--- src/rtl/fetch_unit.sv ---
// Instruction fetch stage: owns the PC, drives instruction memory and the IF/ID register.
// A single BOOT cycle after reset lets the memory address settle before the first real fetch.
module fetch_unit #(
   parameter int                   DATA_W    = 16,
   parameter int                   INSTR_W   = 32,
   parameter logic [DATA_W-1:0]    RESET_PC  = '0,
   parameter logic [INSTR_W-1:0]   NOP_INSTR = 32'h00000013
) (
   input  logic                 clk,
   input  logic                 rst,
   input  logic [DATA_W-1:0]    branch_pc,
   input  logic [DATA_W-1:0]    jump_pc,
   input  logic                 pc_src,
   input  logic                 jump,
   input  logic                 stall,
   output logic [DATA_W-1:0]    imem_addr,
   input  logic [INSTR_W-1:0]   imem_rdata,
   output logic [DATA_W-1:0]    if_id_pc,
   output logic [DATA_W-1:0]    if_id_updated_pc,
   output logic [INSTR_W-1:0]   if_id_instr,
   output logic                 if_id_valid,
   output logic [15:0]          redirect_count,
   output logic [15:0]          fetch_count
);

   // state  | meaning
   // S_BOOT | first cycle after reset: pc pinned to RESET_PC, bubble into IF/ID
   // S_RUN  | normal fetch; redirect beats stall, stall holds, else pc += 4
   typedef enum logic {
      S_BOOT = 1'b0,
      S_RUN  = 1'b1
   } state_t;

   state_t               r_state;
   state_t               w_state_nxt;
   logic [DATA_W-1:0]    r_pc;
   logic [DATA_W-1:0]    w_pc_nxt;
   logic [DATA_W-1:0]    r_id_pc;
   logic [DATA_W-1:0]    w_id_pc_nxt;
   logic [DATA_W-1:0]    r_id_upc;
   logic [DATA_W-1:0]    w_id_upc_nxt;
   logic [INSTR_W-1:0]   r_id_instr;
   logic [INSTR_W-1:0]   w_id_instr_nxt;
   logic                 r_id_valid;
   logic                 w_id_valid_nxt;
   logic [15:0]          r_redirect_cnt;
   logic [15:0]          w_redirect_cnt_nxt;
   logic [15:0]          r_fetch_cnt;
   logic [15:0]          w_fetch_cnt_nxt;

   logic                 w_redirect;
   logic [DATA_W-1:0]    w_target;
   logic [DATA_W-1:0]    w_pc_plus4;

   assign w_redirect = jump | pc_src;
   assign w_target   = jump ? jump_pc : branch_pc;
   assign w_pc_plus4 = r_pc + DATA_W'(4);

   always_comb begin
      w_state_nxt        = r_state;
      w_pc_nxt           = r_pc;
      w_id_pc_nxt        = r_id_pc;
      w_id_upc_nxt       = r_id_upc;
      w_id_instr_nxt     = r_id_instr;
      w_id_valid_nxt     = r_id_valid;
      w_redirect_cnt_nxt = r_redirect_cnt;
      w_fetch_cnt_nxt    = r_fetch_cnt;

      case (r_state)
         S_BOOT: begin
            w_state_nxt    = S_RUN;
            w_pc_nxt       = RESET_PC;
            w_id_pc_nxt    = '0;
            w_id_upc_nxt   = '0;
            w_id_instr_nxt = NOP_INSTR;
            w_id_valid_nxt = 1'b0;
         end
         S_RUN: begin
            if (w_redirect) begin
               // Targets are word aligned; low bits from the branch unit are dropped.
               w_pc_nxt       = {w_target[DATA_W-1:2], 2'b00};
               w_id_pc_nxt    = '0;
               w_id_upc_nxt   = '0;
               w_id_instr_nxt = NOP_INSTR;
               w_id_valid_nxt = 1'b0;
               if (r_redirect_cnt != 16'hFFFF)
                  w_redirect_cnt_nxt = r_redirect_cnt + 16'd1;
            end else if (!stall) begin
               w_pc_nxt       = w_pc_plus4;
               w_id_pc_nxt    = r_pc;
               w_id_upc_nxt   = w_pc_plus4;
               w_id_instr_nxt = imem_rdata;
               w_id_valid_nxt = 1'b1;
               if (r_fetch_cnt != 16'hFFFF)
                  w_fetch_cnt_nxt = r_fetch_cnt + 16'd1;
            end
         end
         default: w_state_nxt = S_BOOT;
      endcase
   end

   always_ff @(posedge clk) begin
      if (rst) begin
         r_state        <= S_BOOT;
         r_pc           <= RESET_PC;
         r_id_pc        <= '0;
         r_id_upc       <= '0;
         r_id_instr     <= NOP_INSTR;
         r_id_valid     <= 1'b0;
         r_redirect_cnt <= '0;
         r_fetch_cnt    <= '0;
      end else begin
         r_state        <= w_state_nxt;
         r_pc           <= w_pc_nxt;
         r_id_pc        <= w_id_pc_nxt;
         r_id_upc       <= w_id_upc_nxt;
         r_id_instr     <= w_id_instr_nxt;
         r_id_valid     <= w_id_valid_nxt;
         r_redirect_cnt <= w_redirect_cnt_nxt;
         r_fetch_cnt    <= w_fetch_cnt_nxt;
      end
   end

   assign imem_addr        = r_pc;
   assign if_id_pc         = r_id_pc;
   assign if_id_updated_pc = r_id_upc;
   assign if_id_instr      = r_id_instr;
   assign if_id_valid      = r_id_valid;
   assign redirect_count   = r_redirect_cnt;
   assign fetch_count      = r_fetch_cnt;

endmodule

--- config.mk ---
export PLATFORM = sky130hd
export DESIGN_NAME = fetch_unit
export DESIGN_NICKNAME = d
export VERILOG_FILES = /design/src/rtl/fetch_unit.sv
export SDC_FILE = /design/constraint.sdc
export NUM_CORES = 1
export LEC_CHECK = 0
export BUFFER_PORTS_ARGS = -buffer_cell sky130_fd_sc_hd__buf_2
export CORE_ASPECT_RATIO = 1.1
export CORE_UTILIZATION = 30
export CTS_BUF_LIST = sky130_fd_sc_hd__clkbuf_16
export CTS_CLUSTER_SIZE = 24
export DETAILED_ROUTE_END_ITERATION = 16
export PLACE_DENSITY = 0.57
export SLEW_MARGIN = 20
export SYNTH_ARGS = -nofsm -noshare
export SYNTH_HDL_FRONTEND = slang
export SYNTH_SLANG_ARGS = --single-unit
--- constraint.sdc ---
create_clock -name clk -period 2.25 [get_ports clk]
set_input_delay 0.1125 -clock clk [delete_from_list [all_inputs] [get_ports clk]]
set_output_delay 0.1125 -clock clk [all_outputs]
set_load 0.005 [all_outputs]
# Word level (Yosys, flattened, before mapping)
# Cells that the tools add are included.
op_classes:
  add_sub_neg: 3
  eq_ne: 3
  n_mux: 16
  n_bitwise: 4
  reduce_logical: 2
ops:
  columns: ["operator", "count"]
  rows:
  - ["$mux 16", 6]
  - ["$pmux 16 s2", 3]
  - ["$mux 32", 2]
  - ["$pmux 32 s2", 1]
  - ["$add 16x1->16 const B", 2]
  - ["$ne 16x16->1 const B", 2]
  - ["$add 16x3->16 const B", 1]
  - ["$reduce_and 4->1", 1]
  - ["$mux 1", 3]
  - ["$ne 3x2->1 const B", 1]
  - ["$not 1->1", 3]
  - ["$reduce_and 3->1", 1]
  - ["$pmux 1 s2", 1]
  - ["$or 1x1->1", 1]
totals:
  ff_bits: 114
  inputBits: 69
  output_inout_bits: 113
  wordCells: 36

# Depth between registers and ports, before layout
# Gate-level depths: netlist of the first run.
logic_depth:
  ltp_word: 4
  depth_mapped: 6
  mapped_depth_nobuf: 5

# Worst setup path after synthesis of the first run
# Ideal clock, no wire load.
synth_timing:
  kind: "register -> register"
  start: "register r_state"
  end: "register r_redirect_cnt[6] (netlist: redirect_count[6])"
  setup_time_ps: 121
  arrival_time_ps: 1580
  required_time_ps: 2129
  path_slack_ps: 550
  path_stages_with_launch: 6
  n_path_buf: 1
  synth_period_minus_slack_ps: 1700
  cell_sequence: "dfxtp_1 clkbuf_1 o21ai_0 or2_2 a211oi_1 mux2_2"
synth_between:
  elab_chain_len: 1
synth_lines:
  columns: ["item", "line_no", "text"]
  rows:
  - ["start, declared", "34", "state_t r_state;"]
  - ["start signal, assigned", "113", "r_state <= w_state_nxt;"]
  - ["$reduce_and 3->1 (no line)", null, null]
  - ["end signal, assigned", "119", "r_redirect_cnt <= w_redirect_cnt_nxt;"]
  - ["end, declared", "46", "logic [15:0] r_redirect_cnt;"]
# Every way passes these cells.
# A chain may end at the register's enable or synchronous reset.

# Final worst setup path of the first run
layout_timing:
  start: "register r_redirect_cnt[2] (netlist: redirect_count[2])"
  end: "register r_redirect_cnt[13] (netlist: redirect_count[13])"
layout_between:
  elab_chain_len: 2
  elab_cells_between_ends: 3
  cone_classes: "add/sub (1); eq/ne (1); reduce/logical (1)"
layout_lines:
  columns: ["item"]
  rows:
  - ["parallel branches: the longest is 2 deep, another holds $add 16x1->16"]
# Parallel ways; which one is timed is not known.

==> Flow_metrics.wiki, run 1 <==
{| class="wikitable"
! Metric !! Value
|-
| Run status || completed
|-
| Final weighted congestion of routability-driven global placement || 0.7779
|-
| Fraction of power consumed by sequential logic || 0.511
|-
| Register-to-Register Setup Slack || 0.35 ns
|-
| Number of iterations in the first detailed-routing pass || 4
|-
| Critical path startpoint category || register
|-
| Worst-path cell with the longest stage delay || sky130_fd_sc_hd__or3_1
|-
| Gate count of the mapped netlist || 568
|-
| Core box area || 16,490 um2
|-
| Headroom to the max-slew limit || 0.5422
|-
| Clock latency at the later pin of the worst-skew pair || 0.35 ns
|-
| Clock root cell || sky130_fd_sc_hd__clkbuf_16
|-
| Net switching fraction of the power || 0.2498
|-
| Number of enable flip-flop cells after synthesis || 0
|-
| Synth cell types || 57
|-
| Area share of the largest cell type after synthesis || 0.4276
|-
| Library cell with the highest instance count after synthesis || sky130_fd_sc_hd__dfxtp_1
|-
| Critical path capture point type || register
|-
| Final Power || 3855 uW
|-
| CP Data Required Time || 2.53 ns
|-
| Maximum clock insertion buffer count || 2
|-
| Register area share after synthesis || 0.4276
|-
| Diodes inserted || 0
|-
| List of most frequent post-synthesis cells || 109 x sky130_fd_sc_hd__dfxtp_1, 78 x sky130_fd_sc_hd__nor2_1, 54 x sky130_fd_sc_hd__mux2i_1, 36 x sky130_fd_sc_hd__a21oi_1, 29 x sky130_fd_sc_hd__nand2_1
|-
| Buf/Inv on CP || 0
|-
| Initial core utilization || 0.3095
|-
| Antenna viol nets, final || 0
|-
| Count of port buffers added during placement || 175
|-
| Compound-Gate Fraction of Synth Area || 0.1559
|-
| Crit path cell chain || nand4_2, or3_1, or4b_1, a21oi_1
|-
| Data arrival time at the worst-slack endpoint || 2.18 ns
|-
| DR DRC count || 0
|-
| Start of the worst register-to-register path || redirect_count[2]
|-
| Finished layout cell area || 6853 um2
|-
| Die outline area || 17,540 um2
|-
| Die W || 126.4 um
|-
| Detailed-route wire length || 15.00 mm
|-
| Peak Freq || 525.4 MHz
|-
| Final core utilization || 0.4155
|-
| Detailed-placement wirelength estimate || 10.91 mm
|-
| Number of H-tree levels || 3
|-
| Syn. warnings || 0
|-
| Cell row count || 49
|-
| IR drop worst, VDD || 0.3129 mV
|-
| Simple-gate area share of the yosys netlist || 0.2253
|-
| Fraction of synthesized area in multiplexers || 0.1214
|-
| Cell count along the critical path || 4
|-
| Antenna violations before repair || 0
|-
| Dominant combinational cell family by area after synthesis || simple AND/OR/NAND/NOR gates
|-
| NetSw || 962.9 uW
|-
| Share of synthesized cell area in full adder, half adder and majority cells || 0.007355
|-
| Final period utilization || 0.8458
|-
| Max Cap Viol || 0
|-
| Via count of the first global-routing pass || 4,427
|-
| Global-route wire length before repair || 23.74 mm
|-
| Num Clock Sinks || 109
|-
| Aggregate negative setup slack || 0 ns
|-
| Cell accounting for the most synthesized area || sky130_fd_sc_hd__dfxtp_1
|-
| Hold Violations, Final || 0
|-
| Syn Std Cell Area || 5104 um2
|-
| Worst min-delay path class || in -> reg
|-
| Post-layout nets || 844
|-
| Internal cell power || 2892 uW
|-
| Delay contributed by the slowest stage of the critical path || 0.52 ns
|-
| Vias per inst || 4.963
|-
| Synthesis-stage register bit count || 109
|-
| Worst path top cell family by delay || simple AND/OR/NAND/NOR gates
|-
| Reg-to-reg endpoint || redirect_count[13]
|-
| Slew of the pin with the lowest slew margin || 0.6795 ns
|-
| Gate power share || 0.102
|-
| Total global-route track usage || 0.1702
|-
| XOR/XNOR Fraction of Synth Area || 0.02059
|-
| Number of buffers inserted during clock tree synthesis || 9
|-
| Max-slew violations || 0
|-
| Pwr dens || 562.5 nW/um2
|-
| Worst-path clk slew || 0.07 ns
|-
| Setup violation total in the final timing report || 0
|-
| Post-DR wirelength/cell || 15.29 um
|-
| Startpoint of the worst setup timing path || redirect_count[2]
|-
| Proportion of power drawn by the clock network || 0.387
|-
| Boundary Pins || 182
|-
| Maximum net fanout on the critical path || 8
|-
| Layout cells sized above 1 || 0.3050
|-
| Period minus WS final || 1.903 ns
|-
| Setup Buffers After CTS || 0
|-
| Synthesis-to-layout area growth || 34.27%
|-
| Setup skew after layout || 0.005216 ns
|-
| Total number of vias || 4,869
|-
| Largest net degree at the start of global routing || 29
|-
| Clock tree from TritonCTS || done
|-
| Initial detailed-routing violation count || 208
|-
| Static Leakage || 0.003067 uW
|-
| Post-synthesis average cell area || 8.985 um2
|-
| Leftover overflow at the end of global routing || 0
|-
| Placed instance area || 6264 um2
|-
| Ranking of synthesized cells by area || sky130_fd_sc_hd__dfxtp_1 43%, sky130_fd_sc_hd__mux2i_1 11%, sky130_fd_sc_hd__nor2_1 5.7%, sky130_fd_sc_hd__a21oi_1 3.5%, sky130_fd_sc_hd__nand2_1 2.1%
|-
| Startpoint-to-endpoint class of the critical path || reg -> reg
|-
| Worst-case reg-to-reg path depth || 4
|-
| Height of the die || 138.8 um
|-
| Worst setup endpoint || redirect_count[13]
|-
| Synth async-reset ratio || 0
|-
| Dominant register cell in the synthesized netlist || sky130_fd_sc_hd__dfxtp_1
|-
| Unrepaired setup endpoints after global routing || no
|}
## worst reg2reg max path: stages, from the launching register on
cell                      delay (ns)
sky130_fd_sc_hd__dfxtp_1        0.48
sky130_fd_sc_hd__nand4_2        0.16
sky130_fd_sc_hd__or3_1          0.52
sky130_fd_sc_hd__or4b_1         0.52
sky130_fd_sc_hd__a21oi_1        0.16
## how the worst min path moves through the flow
stage | cells after the start | slack, ns | endpoint | from
after floorplan | 2 | 0.24 | if_id_instr[0] | imem_rdata[0]
after global placement | 3 | 0.33 | if_id_instr[0] | imem_rdata[0]
after detailed placement | 3 | 0.33 | if_id_instr[0] | imem_rdata[0]
after CTS | 3 | 0.21 | redirect_count[11] | rst
after global routing | 3 | 0.23 | if_id_instr[30] | stall
final | 3 | 0.22 | redirect_count[11] | rst
## kinds of logic (layout without fill, tap and decap cells)
family                   Yosys count  after routing
other                              1              2
AO/OA/AOI/OAI                    119            119
buffers and inverters             48            256
XOR/XNOR                          12             12
AND/OR/NAND/NOR                  215            215
multiplexers                      61             61
flip-flops                       109            109
adder cells (fa/ha/maj)            3              3
## placed cells by master, fill, tap and decap left out, types with 3 or more instances in the layout
cell | netlist | routed
sky130_fd_sc_hd__buf_2 | 9 | 174
sky130_fd_sc_hd__dfxtp_1 | 109 | 109
sky130_fd_sc_hd__nor2_1 | 78 | 78
sky130_fd_sc_hd__mux2i_1 | 54 | 54
sky130_fd_sc_hd__a21oi_1 | 36 | 36
sky130_fd_sc_hd__dlygate4sd3_1 | 0 | 32
sky130_fd_sc_hd__nand2_1 | 29 | 28
sky130_fd_sc_hd__buf_4 | 5 | 25
sky130_fd_sc_hd__o21ai_0 | 19 | 19
sky130_fd_sc_hd__nand4_1 | 16 | 16
sky130_fd_sc_hd__nand3_1 | 14 | 14
sky130_fd_sc_hd__or3_1 | 11 | 11
sky130_fd_sc_hd__nor3_1 | 11 | 11
sky130_fd_sc_hd__o21a_1 | 9 | 9
sky130_fd_sc_hd__a211oi_1 | 9 | 9
sky130_fd_sc_hd__xnor2_1 | 9 | 9
sky130_fd_sc_hd__clkbuf_16 | 0 | 9
sky130_fd_sc_hd__inv_1 | 7 | 8
sky130_fd_sc_hd__o31ai_1 | 7 | 7
sky130_fd_sc_hd__and4_1 | 7 | 7
sky130_fd_sc_hd__mux2_2 | 7 | 7
sky130_fd_sc_hd__nor2b_1 | 7 | 7
sky130_fd_sc_hd__a21boi_0 | 7 | 7
sky130_fd_sc_hd__or4_1 | 6 | 6
sky130_fd_sc_hd__a31oi_1 | 6 | 6
sky130_fd_sc_hd__and3_1 | 6 | 6
sky130_fd_sc_hd__o221a_2 | 6 | 6
sky130_fd_sc_hd__nor4_1 | 5 | 5
sky130_fd_sc_hd__nand3b_1 | 5 | 5
sky130_fd_sc_hd__o41ai_1 | 4 | 4
sky130_fd_sc_hd__and2_1 | 4 | 4
sky130_fd_sc_hd__xor2_1 | 3 | 3
sky130_fd_sc_hd__o22a_1 | 3 | 3
sky130_fd_sc_hd__ha_1 | 3 | 3
sky130_fd_sc_hd__clkinv_4 | 0 | 3
## cell type report
| cell class | instances | area (um2) |
|---|---|---|
| inverter | 8 | 30.03 |
| tap | 204 | 255.2 |
| clock buffer | 9 | 225.2 |
| multi-input combinational | 412 | 2718 |
| clock inverter | 7 | 43.79 |
| fill | 1675 | 9639 |
| timing repair buffer | 232 | 1399 |
| sequential | 109 | 2182 |
## through the flow
stage | hold slack (ns) | setup WS (ns) | instances
after floorplan | 0.2376 | 0.5495 | 569
after global placement | 0.3335 | 0.4323 | 933
after detailed placement | 0.3347 | 0.3492 | 933
after CTS | 0.2051 | 0.3414 | 981
after global routing | 0.2288 | 0.2173 | 981
final | 0.2152 | 0.3469 | 981
## metal layers
metal	wire length, um	global-route usage	vias up
met4	185	0.05390	0
met1	7101	0.2277	2219
met3	894	0.03356	12
li1	-	-	2485
met5	0	0	-
met2	6817	0.2742	153
## what timing repair did
item,in CTS,in global routing
hold buffers,32,0
endpoints found under the hold margin,32,0
resized for setup,0,0
## power groups by stage
stage	clock network, uW	registers [uW]	logic, uW
6_report	1490	1970	393
5_1_grt	1620	1970	431
4_1_cts	1560	1970	396
3_5_place_dp	0	2020	353
3_3_place_gp	0	2020	352
2_1_floorplan	0	2010	197
## sequential cells by signal, indices dropped and copies added (netlist names)
register and count:
if_id_instr 32, if_id_pc 15, fetch_count 16, if_id_valid 1, r_state 1, imem_addr 14
redirect_count 16, if_id_updated_pc 14
No activity file was read; power rests on OpenSTA's default activity.
==> run 2, diff against run 1 <==
PLACE_DENSITY = 0.59   (was 0.57)
clock period = 1.65 ns   (was 2.25 ns; I/O delays follow)
==> Flow_metrics.wiki, run 2 (synthesized netlist as in run 1, its figures left out) <==
{| class="wikitable"
! Metric !! Value
|-
| Layout cells sized above 1 || 0.3960 (+0.09094)
|-
| Post-DR wirelength/cell || 15.25 um (-0.28%)
|-
| Initial core utilization || 0.3095 (unchanged)
|-
| Worst-path clk slew || 0.07 ns (about the same)
|-
| Period minus WS final || 1.573 ns (-0.3299 ns)
|-
| Placed instance area || 6719 um2 (+7.3%)
|-
| Worst-path cell with the longest stage delay || sky130_fd_sc_hd__dfxtp_1
|-
| Number of iterations in the first detailed-routing pass || 4 (unchanged)
|-
| Synthesis-to-layout area growth || 46.53%
|-
| Max-slew violations || 0 (unchanged)
|-
| IR drop worst, VDD || 0.4995 mV (+60%)
|-
| Final weighted congestion of routability-driven global placement || 0.8215 (+5.6%)
|-
| Setup skew after layout || 0.008605 ns (+0.003389 ns)
|-
| Maximum net fanout on the critical path || 4 (-4)
|-
| DR DRC count || 0 (unchanged)
|-
| Buf/Inv on CP || 1 (+1)
|-
| Count of port buffers added during placement || 175 (unchanged)
|-
| Vias per inst || 4.952 (-0.22%)
|-
| Fin Hold WS || 0.1262 ns (-0.08900 ns)
|-
| Worst min-delay path class || in -> reg
|-
| Antenna viol nets, final || 0 (unchanged)
|-
| Unrepaired setup endpoints after global routing || yes
|-
| Clock root cell || sky130_fd_sc_hd__clkbuf_16
|-
| Setup violation total in the final timing report || 0 (unchanged)
|-
| Critical path capture point type || register
|-
| Peak Freq || 635.6 MHz (+21%)
|-
| Final period utilization || 0.9535 (+0.1077)
|-
| Largest net degree at the start of global routing || 50 (+72%)
|-
| Detailed-route wire length || 15.95 mm (+6.3%)
|-
| Pwr dens || 712.6 nW/um2 (+27%)
|-
| Hold Violations, Final || 0 (unchanged)
|-
| Number of H-tree levels || 3 (unchanged)
|-
| Clock tree from TritonCTS || done
|-
| Crit path cell chain || ha_2, and4_2, buf_4, nand4_1, or3_1, a21oi_1
|-
| Commonest non-fill, non-tap cell in the layout || sky130_fd_sc_hd__buf_2
|-
| Final core utilization || 0.4535 (+0.03793)
|-
| Max FFs per register || 32 (unchanged)
|-
| Die outline area || 17,540 um2 (unchanged)
|-
| Detailed-placement wirelength estimate || 11.57 mm (+6.1%)
|-
| Height of the die || 138.8 um (unchanged)
|-
| Antenna violations before repair || 1 (+1)
|-
| Num Clock Sinks || 109 (unchanged)
|-
| Total number of vias || 5,180 (+6.4%)
|-
| CP Data Required Time || 1.93 ns (-0.60 ns)
|-
| Total global-route track usage || 0.1816 (+0.01139)
|-
| Cell row count || 49 (unchanged)
|-
| Run status || completed
|-
| Max Cap Viol || 0 (unchanged)
|-
| Maximum clock insertion buffer count || 2 (unchanged)
|-
| Global-route wire length before repair || 25.46 mm (+7.2%)
|-
| Delay contributed by the slowest stage of the critical path || 0.34 ns (-0.18 ns)
|-
| Boundary Pins || 182 (unchanged)
|-
| Critical path startpoint category || register
|-
| Post-layout nets || 909 (+7.7%)
|-
| Initial detailed-routing violation count || 233 (+12%)
|-
| Worst path top cell family by delay || simple AND/OR/NAND/NOR gates
|-
| Number of buffers inserted during clock tree synthesis || 9 (unchanged)
|-
| Finished layout cell area || 7478 um2 (+9.1%)
|-
| Clock latency at the later pin of the worst-skew pair || 0.35 ns (about the same)
|-
| Data arrival time at the worst-slack endpoint || 1.86 ns (-0.32 ns)
|-
| Commonest non-fill, non-tap cells in the layout || 174 x sky130_fd_sc_hd__buf_2, 93 x sky130_fd_sc_hd__dfxtp_1, 88 x sky130_fd_sc_hd__buf_4, 76 x sky130_fd_sc_hd__nor2_1, 54 x sky130_fd_sc_hd__mux2i_1
|-
| Static Leakage || 0.003420 uW (+12%)
|-
| Startpoint-to-endpoint class of the critical path || reg -> reg
|-
| Die W || 126.4 um (unchanged)
|-
| Final Power || 5329 uW (+38%)
|-
| Via count of the first global-routing pass || 4,982 (+13%)
|-
| Leftover overflow at the end of global routing || 0 (unchanged)
|-
| Core box area || 16,490 um2 (unchanged)
|}
## run 2: worst paths after layout
kind	from	end	slack, ns	depth (start not counted)
max reg2reg	fetch_count[0]	fetch_count[6]	0.08	6
max	fetch_count[0]	fetch_count[6]	0.08	6
min	rst	r_state	0.13	2
min reg2reg	if_id_updated_pc[4]	if_id_updated_pc[4]	0.45	2
## run 2: layout make-up
| class | instances | area, um2 |
|---|---|---|
| antenna | 1 | 2.502 |
| inverter | 8 | 30.03 |
| timing repair buffer | 297 | 1903 |
| tap | 204 | 255.2 |
| fill | 1638 | 9014 |
| multi-input combinational | 412 | 2813 |
| clock inverter | 6 | 47.55 |
| clock buffer | 9 | 225.2 |
| sequential | 109 | 2202 |
## run 2: timing repair
action,CTS,global route
resized for setup,3,27
setup endpoints to repair,6,71
hold buffers,32,0
pin swaps,0,4
hold endpoints to repair,32,0
setup buffers,0,7
## run 2: where the power goes
group / switching [uW] / internal [uW]
sequential: 21.7 / 2660
clock: 1040 / 1030
combinational: 287 / 292
total: 1350 / 3980
## run 2: stage by stage
| stage | worst slack, ns | setup TNS, ns | cells |
|---|---|---|---|
| floorplan | 0.003579 | 0 | 569 |
| global placement | 0.02017 | 0 | 991 |
| detailed placement | -0.004000 | -0.004694 | 991 |
| CTS | 0.007709 | 0 | 1038 |
| global route | -0.02588 | -0.04045 | 1046 |
| finish | 0.07673 | 0 | 1046 |
## run 2: routing by layer
layer	share of wire	vias up	global-route usage
met5	0	-	0
met2	0.47	151	0.3062
met1	0.46	2387	0.2317
met4	0.022	0	0.06658
met3	0.047	21	0.03048
li1	-	2621	-
==> run 3, diff against run 2 <==
CORE_UTILIZATION = 54   (was 30)
PLACE_DENSITY = 0.9   (was 0.59)
clock period = 2 ns   (was 1.65 ns; I/O delays follow)
==> Flow_metrics.wiki, run 3 (synthesized netlist as in run 1, its figures left out) <==
{| class="wikitable"
! Metric !! Value
|-
| Run status || completed
|-
| Setup skew after layout || 0.003321 ns (-0.005284 ns)
|-
| Initial detailed-routing violation count || 291 (+25%)
|-
| Post-layout nets || 835 (-8.1%)
|-
| Layout cells sized above 1 || 0.3164 (-0.07955)
|-
| Startpoint-to-endpoint class of the critical path || reg -> reg
|-
| Detailed-route wire length || 14.55 mm (-8.7%)
|-
| Via count of the first global-routing pass || 4,876 (-2.1%)
|-
| Proportion of power drawn by the clock network || 0.398 (+0.010)
|-
| Post-DR wirelength/cell || 16.50 um (+8.2%)
|-
| Diodes inserted || 0 (-1)
|-
| Total global-route track usage || 0.2923 (+0.1107)
|-
| Headroom to the max-slew limit || 0.5736
|-
| Worst-path clk slew || 0.08 ns (about the same)
|-
| Fraction of power consumed by sequential logic || 0.505 (+0.002)
|-
| Largest net degree at the start of global routing || 33 (-34%)
|-
| Antenna viol nets, final || 0 (unchanged)
|-
| Cell row count || 36 (-27%)
|-
| Setup violation total in the final timing report || 0 (unchanged)
|-
| Final weighted congestion of routability-driven global placement || 0.9238 (+12%)
|-
| Placed Instances || 844 (-15%)
|-
| Commonest non-fill, non-tap cell in the layout || sky130_fd_sc_hd__buf_2
|-
| Clock root cell || sky130_fd_sc_hd__clkbuf_16
|-
| Number of H-tree levels || 3 (unchanged)
|-
| CP Data Required Time || 2.27 ns (+0.34 ns)
|-
| Net switching fraction of the power || 0.2548 (+0.002094)
|-
| Critical path startpoint category || register
|-
| Die outline area || 9844 um2 (-44%)
|-
| Data arrival time at the worst-slack endpoint || 2.14 ns (+0.28 ns)
|-
| Final core utilization || 0.7401 (+0.2867)
|-
| Global-route wire length before repair || 22.96 mm (-9.8%)
|-
| Worst-case reg-to-reg path depth || 4 (-2)
|-
| Num Clock Sinks || 109 (unchanged)
|-
| Core box area || 9009 um2 (-45%)
|-
| Maximum clock insertion buffer count || 2 (unchanged)
|-
| Max FFs per register || 32 (unchanged)
|-
| Final standard cell count with taps included and fillers excluded || 882 (-16%)
|-
| Worst min-delay path class || in -> reg
|-
| Clock latency at the later pin of the worst-skew pair || 0.34 ns (about the same)
|-
| Leftover overflow at the end of global routing || 0 (unchanged)
|-
| Slew of the pin with the lowest slew margin || 0.6338 ns
|-
| Gate power share || 0.097 (-0.012)
|-
| Final period utilization || 0.9309 (-0.02264)
|-
| Initial core utilization || 0.5665 (+0.2571)
|-
| Max-slew violations || 0 (unchanged)
|-
| Cell count of the worst hold path || 3 (+1)
|-
| Period minus WS final || 1.862 ns (+0.2884 ns)
|-
| Pwr dens || 658.7 nW/um2 (-7.6%)
|-
| Clock tree from TritonCTS || done
|-
| Antenna violations before repair || 0 (-1)
|-
| Internal cell power || 3273 uW (-18%)
|-
| Die W || 94.70 um (-25%)
|-
| Unrepaired setup endpoints after global routing || no
|-
| Max Cap Viol || 0 (unchanged)
|-
| Maximum net fanout on the critical path || 8 (+4)
|-
| Height of the die || 104.0 um (-25%)
|-
| Hold Violations, Final || 0 (unchanged)
|-
| Static Leakage || 0.003033 uW (-11%)
|-
| Peak Freq || 537.1 MHz (-15%)
|-
| Total number of vias || 5,154 (-0.50%)
|-
| Critical path capture point type || register
|-
| IR drop worst, VDD || 0.4042 mV (-19%)
|-
| Finished layout cell area || 6668 um2 (-11%)
|-
| Placed instance area || 6146 um2 (-8.5%)
|-
| Detailed-placement wirelength estimate || 10.35 mm (-11%)
|-
| DR DRC count || 0 (unchanged)
|-
| NetSw || 1119 uW (-17%)
|-
| Synthesis-to-layout area growth || 30.64%
|-
| Commonest non-fill, non-tap cells in the layout || 174 x sky130_fd_sc_hd__buf_2, 108 x sky130_fd_sc_hd__dfxtp_1, 78 x sky130_fd_sc_hd__nor2_1, 54 x sky130_fd_sc_hd__mux2i_1, 36 x sky130_fd_sc_hd__a21oi_1
|-
| Fin Hold WS || 0.002212 ns (-0.1240 ns)
|-
| Count of port buffers added during placement || 175 (unchanged)
|-
| Aggregate negative setup slack || 0 ns (unchanged)
|-
| Number of iterations in the first detailed-routing pass || 6 (+2)
|-
| Number of buffers inserted during clock tree synthesis || 9 (unchanged)
|-
| Boundary Pins || 182 (unchanged)
|-
| Vias per inst || 5.844 (+18%)
|}
-- run 3: path summary, 6_finish.rpt --
path                             from             endpoint  slack, ns
hold / removal          imem_rdata[8]       if_id_instr[8]      0.002
setup reg to reg    redirect_count[2]   redirect_count[13]       0.14
setup / recovery    redirect_count[2]   redirect_count[13]       0.14
hold reg to reg   if_id_updated_pc[4]  if_id_updated_pc[4]       0.45
-- run 3: area by class of cell --
type | count | area (um2)
repair buffers | 223 | 1294
clock inverters | 7 | 63.81
fillers | 668 | 2341
multi-input cells | 412 | 2729
well taps | 114 | 142.6
inverters | 8 | 30.03
flip-flops and latches | 109 | 2183
clock buffers | 9 | 225.2
-- run 3: critical path, cell delays in order (launching register included) --
cell,delay [ns]
sky130_fd_sc_hd__dfxtp_1,0.47
sky130_fd_sc_hd__nand4_2,0.16
sky130_fd_sc_hd__or3_1,0.49
sky130_fd_sc_hd__or4b_1,0.50
sky130_fd_sc_hd__a21oi_1,0.17
-- run 3: repair_timing --
action | 4_1_cts | 5_1_grt
resized for setup | 0 | 3
endpoints found under the setup margin | 0 | 9
hold endpoints to repair | 22 | 0
hold buffers | 22 | 0
buffers inserted | 0 | 0
-- run 3: through the flow --
step                      power [uW]  worst slack, ns
after floorplan                 2488           0.2995
after global placement          2632           0.2332
after detailed placement        2648           0.1345
after CTS                       4402           0.1188
after global routing            4557         0.006782
final                           4392           0.1383
-- run 3: power by group through the flow --
stage	registers, uW	logic [uW]	clock network (uW)
after floorplan	2270	222	0
after global placement	2260	367	0
after detailed placement	2270	381	0
after CTS	2210	417	1770
after global routing	2220	460	1880
final	2220	425	1750
-- run 3: per-layer routing --
layer  global-route usage  vias up  share of wire
li1                     -     2467              -
met1               0.3399     2404           0.39
met2               0.5149      251           0.50
met3              0.06433       32          0.087
met4               0.1061        0          0.022
met5                    0        -              0
